--- src/rtl/clk_gate_ctrl.sv ---
// clk_gate_ctrl: per-domain clock-gate sequencer.
//
// Each domain runs an independent ON -> QUIESCE -> OFF -> WAKE -> ON sequence.
// A domain is gated after it has stayed idle (and gating is permitted) for more
// than cfg_idle_thresh_i cycles and it has acknowledged a quiesce request. A wake
// request or withdrawal of gating permission re-enables the clock, and ready_o
// follows WAKE_CYCLES cycles later.
//
// Ports:
//   clk_i              free-running (ungated) clock
//   rst_ni             asynchronous active-low reset
//   test_en_i          test mode, forces every en_o high
//   cfg_gate_en_i      per-domain permission to gate
//   cfg_idle_thresh_i  idle cycles required before quiesce (shared)
//   idle_i             per-domain idle indication
//   wake_i             per-domain wake request (level)
//   quiesce_req_o      per-domain request to reach a safe stop point
//   quiesce_ack_i      per-domain quiesce acknowledge
//   en_o               per-domain clock enable to the gate cell
//   ready_o            per-domain clock running and stable
//   gated_o            per-domain clock currently gated
module clk_gate_ctrl #(
    parameter int unsigned NUM_DOMAINS = 4,
    parameter int unsigned IDLE_CNT_W  = 8,
    parameter int unsigned WAKE_CYCLES = 4
) (
    input  logic                   clk_i,
    input  logic                   rst_ni,
    input  logic                   test_en_i,
    input  logic [NUM_DOMAINS-1:0] cfg_gate_en_i,
    input  logic [IDLE_CNT_W-1:0]  cfg_idle_thresh_i,
    input  logic [NUM_DOMAINS-1:0] idle_i,
    input  logic [NUM_DOMAINS-1:0] wake_i,
    output logic [NUM_DOMAINS-1:0] quiesce_req_o,
    input  logic [NUM_DOMAINS-1:0] quiesce_ack_i,
    output logic [NUM_DOMAINS-1:0] en_o,
    output logic [NUM_DOMAINS-1:0] ready_o,
    output logic [NUM_DOMAINS-1:0] gated_o
);

    typedef enum logic [1:0] {
        StOn      = 2'd0,
        StQuiesce = 2'd1,
        StOff     = 2'd2,
        StWake    = 2'd3
    } state_e;

    localparam logic [7:0] WakeLoad = 8'(WAKE_CYCLES);

    for (genvar d = 0; d < NUM_DOMAINS; d++) begin : g_dom
        state_e                state_q, state_d;
        logic [IDLE_CNT_W-1:0] idle_cnt_q, idle_cnt_d;
        logic [7:0]            wake_cnt_q, wake_cnt_d;
        logic                  en_q, en_d;
        logic                  ready_q, ready_d;
        logic                  req_q, req_d;
        logic                  gated_q, gated_d;
        logic                  go;

        assign go = cfg_gate_en_i[d] & idle_i[d] & ~wake_i[d];

        always_comb begin
            state_d    = state_q;
            idle_cnt_d = '0;
            wake_cnt_d = wake_cnt_q;

            unique case (state_q)
                StOn: begin
                    if (go) begin
                        // >= so that lowering the threshold mid-count still triggers.
                        if (idle_cnt_q >= cfg_idle_thresh_i) begin
                            state_d = StQuiesce;
                        end else if (idle_cnt_q != {IDLE_CNT_W{1'b1}}) begin
                            idle_cnt_d = idle_cnt_q + 1'b1;
                        end else begin
                            idle_cnt_d = idle_cnt_q;
                        end
                    end
                end
                StQuiesce: begin
                    // Abort wins over a same-cycle acknowledge.
                    if (!go) begin
                        state_d = StOn;
                    end else if (quiesce_ack_i[d]) begin
                        state_d = StOff;
                    end
                end
                StOff: begin
                    if (wake_i[d] || !cfg_gate_en_i[d]) begin
                        state_d    = StWake;
                        wake_cnt_d = WakeLoad;
                    end
                end
                StWake: begin
                    if (wake_cnt_q <= 8'd1) begin
                        state_d    = StOn;
                        wake_cnt_d = '0;
                    end else begin
                        wake_cnt_d = wake_cnt_q - 8'd1;
                    end
                end
                default: begin
                    state_d = StOn;
                end
            endcase

            // Outputs are registered from the next state so they line up with state_q.
            en_d    = (state_d != StOff);
            ready_d = (state_d == StOn) || (state_d == StQuiesce);
            req_d   = (state_d == StQuiesce);
            gated_d = (state_d == StOff);
        end

        always_ff @(posedge clk_i or negedge rst_ni) begin
            if (!rst_ni) begin
                state_q    <= StOn;
                idle_cnt_q <= '0;
                wake_cnt_q <= '0;
                en_q       <= 1'b1;
                ready_q    <= 1'b1;
                req_q      <= 1'b0;
                gated_q    <= 1'b0;
            end else begin
                state_q    <= state_d;
                idle_cnt_q <= idle_cnt_d;
                wake_cnt_q <= wake_cnt_d;
                en_q       <= en_d;
                ready_q    <= ready_d;
                req_q      <= req_d;
                gated_q    <= gated_d;
            end
        end

        // Test mode bypasses the FSM on the enable only; status stays truthful.
        assign en_o[d]          = en_q | test_en_i;
        assign ready_o[d]       = ready_q;
        assign quiesce_req_o[d] = req_q;
        assign gated_o[d]       = gated_q;
    end

endmodule

--- config.mk ---
export PLATFORM = sky130hd
export DESIGN_NAME = clk_gate_ctrl
export DESIGN_NICKNAME = d
export VERILOG_FILES = /design/src/rtl/clk_gate_ctrl.sv
export SDC_FILE = /design/constraint.sdc
export NUM_CORES = 1
export LEC_CHECK = 0
export CAP_MARGIN = 20
export CORE_MARGIN = 1.5
export CORE_UTILIZATION = 30
export DETAILED_ROUTE_END_ITERATION = 12
export GPL_TIMING_DRIVEN = 0
export PLACE_DENSITY = 0.46
export SETUP_SLACK_MARGIN = 0.5
export SKIP_CTS_REPAIR_TIMING = 1
export SYNTH_ARGS = -nofsm -noshare
export SYNTH_HDL_FRONTEND = slang
export SYNTH_SLANG_ARGS = --single-unit
--- constraint.sdc ---
create_clock -name clk_i -period 3 [get_ports clk_i]
set_input_delay 0.45 -clock clk_i [delete_from_list [all_inputs] [get_ports clk_i]]
set_output_delay 0.45 -clock clk_i [all_outputs]
set_load 0.02 [all_outputs]
==> results.ini <==
[run_status]
status = completed

[grt]
gr-total-overflow = 0
grt_use_met3_pct = 2.40
met1_usage_pct = 18.3
antenna_found_initial = 0
grt_pass1_wl_um = 19200
grt_pass1_vias = 3989
use_met2_pct = 20.5
grt_max_degree = 46
grt_busiest_layer = met2
grtUsageTotal_pct = 13.4

[die]
fp.dieW_um = 135
core_mm2 = 0.0171
rows = 48
start_util_pct = 30.5
die_area_mm2 = 0.0182
fp.dieH_um = 135
io_pins = 43

[drt]
dr.pass1.iters = 5
drtIter0Drc = 181
wirelength_um = 11400
drc = 0
viasPerCell = 4.92
routedWlPerCell_um = 13.5
ant_nets = 0
vias = 4151

[setup_path]
crit_chain = clkdlybuf4s50_1 > or2_2 > clkdlybuf4s50_1
critPathCaptureType = output pin
critPathMaxFanout = 4
crit_top_cell = clkdlybuf4s50_1
critPathSlowestCell = clkdlybuf4s50_1
critPathKind = input pin to output pin
start_kind = input pin
critPathRequiredTime_ns = 2.55
rrSetupSlack_ns = 0.74
slowest_delay_ns = 0.57
arrival_ns = 1.92

[power_and_ir_drop]
peakVddDrop_v = 0.000257
p_per_area_mw_per_mm2 = 657
power_uw = 4110
p_leak_uw = 0.00276

[synth]
netlist.area_leader.share_pct = 38.4
ys_ff_latch = 88
ys_warn_count = 0
synth_nets = 630
async_flop_share_pct = 100
synthFlopType = dfrtp_1
synthCells = 559
synth_edf_count = 0
yosys-top-cells-area = dfrtp_1 38%, ha_1 11%, o21ai_0 4.5%
synth_top_area_cell = dfrtp_1
synth_common_cells = 80 x dfrtp_1, 51 x nor2_1, 47 x o21ai_0
seq_area_frac_synth_pct = 42.4
yosysUniqueCellTypes = 60
synth_area_mm2 = 0.00521
syn_avg_cell_area_um2 = 9.33
yosysMostFrequentCell = dfrtp_1

[placed_design]
place_congestion = 0.751
port_buffers = 42
hpwl_um = 8200

[timing]
final_hold_viol_count = 0
clock_skew_ns = 0.00843
setup_viol = 0
post-route-period-util_pct = 78.9
slew_headroom_pct = 56.4
grt_setup_unrepaired = no
max_freq_ghz = 0.423
slew_viol_final = 0
hold_ws_ns = 0.109
worst_pin_slew_ns = 0.653
min_period_ns = 2.37

[finish]
multiInputGateArea_mm2 = 0.00275
antennaDiodeCount = 0
postLayoutCoreUtil_pct = 36.5
nets = 684
area_delta_synth_final_pct = 19.8
drive_above_1_share_pct = 9.55
seq_area_mm2 = 0.00221
fillers = 1737

[cts]
h-tree-depth = 3
clock_latency_ns = 0.34
cts_tree = built
clock_sinks = 88
path_clk_slew_ns = 0.06
cts_root_buf = clkbuf_16
numCtsBuffers = 9
cts_buffer_depth = 2

[worst_hold_path]
min_path_type = input pin to async pin

[job]
drv_cap = 0

## where the power goes
group	leakage (uW)	internal (uW)	switching (uW)
logic	0.00146	578	747
registers	0.00116	1430	209
clock network	0.000140	669	471
## area by class of cell
class	instances	area share (%)
Multi-Input combinational cell	415	44.1
Sequential cell	88	35.4
Timing Repair Buffer	43	7.17
Tap cell	225	4.51
Clock buffer	13	4.00
Buffer	24	2.26
Inverter	32	1.92
Clock inverter	3	0.681
## layout by cell type (no fill, tap or decap), drive strengths merged, types with 7 or more instances in the layout
master          n
ha             44
and2            7
xnor2           9
clkbuf         21
inv            32
a31oi           7
buf            18
nor2           51
o21ai          50
nor3           25
nand3          20
or2             7
nand2          41
dfrtp          80
a21oi          23
nand2b         11
and3           17
nor2b          10
dfstp           8
or3             8
clkdlybuf4s50  40
a211oi          7
## flip-flops by register name, indices dropped and copies added, names as in the netlist
signal            count
g_dom.en_q            4
g_dom.ready_q         4
g_dom.req_q           4
g_dom.state_q         8
g_dom.idle_cnt_q     32
g_dom.wake_cnt_q     32
g_dom.gated_q         4
## final timing paths
check / cells past startpoint / startpoint / to
min in group clk_i: 1 / g_dom[2].wake_cnt_q[4] / g_dom[2].wake_cnt_q[4]
max in group asynchronous: 2 / rst_ni / g_dom[3].ready_q
worst min-delay path: 1 / rst_ni / g_dom[2].state_q[0]
worst max-delay path: 3 / test_en_i / en_o[0]
worst min register to register: 1 / g_dom[2].wake_cnt_q[4] / g_dom[2].wake_cnt_q[4]
worst max register to register: 8 / g_dom[3].idle_cnt_q[0] / g_dom[3].idle_cnt_q[5]
## through the flow
stage               instance area, um^2  setup slack [ns]  setup TNS (ns)  instances
floorplan                          5210             0.908               0        559
detailed placement                 5940            0.0167               0        827
finish                             6250             0.634               0        843
CTS                                6230             0.394               0        843
global placement                   5920             -2.14         -178.59        826
global route                       6250             0.507               0        843
## metal layers
layer / share of wire (%) / wire (um) / vias up
li1: - / - / 2100
met1: 51 / 5840 / 1980
met2: 43 / 4940 / 57
met3: 3.0 / 344 / 14
met4: 2.1 / 236 / 0
met5: 0 / 0 / -
## cell families after synthesis
kind of cell    after synthesis  share of synthesized area [%]
flops                        88                           42.4
simple gates                224                           22.2
mux                           6                           1.18
xor+xnor                     15                           2.52
compound gates              126                           16.2
fa+ha+maj                    44                           10.6
buf+inv                      56                           5.02
## critical path: cells and delay by family
kind          cells  cell delay [ns]
simple gates      1             0.36
buf+inv           2             1.11
No activity file was read; power rests on OpenSTA's default activity.
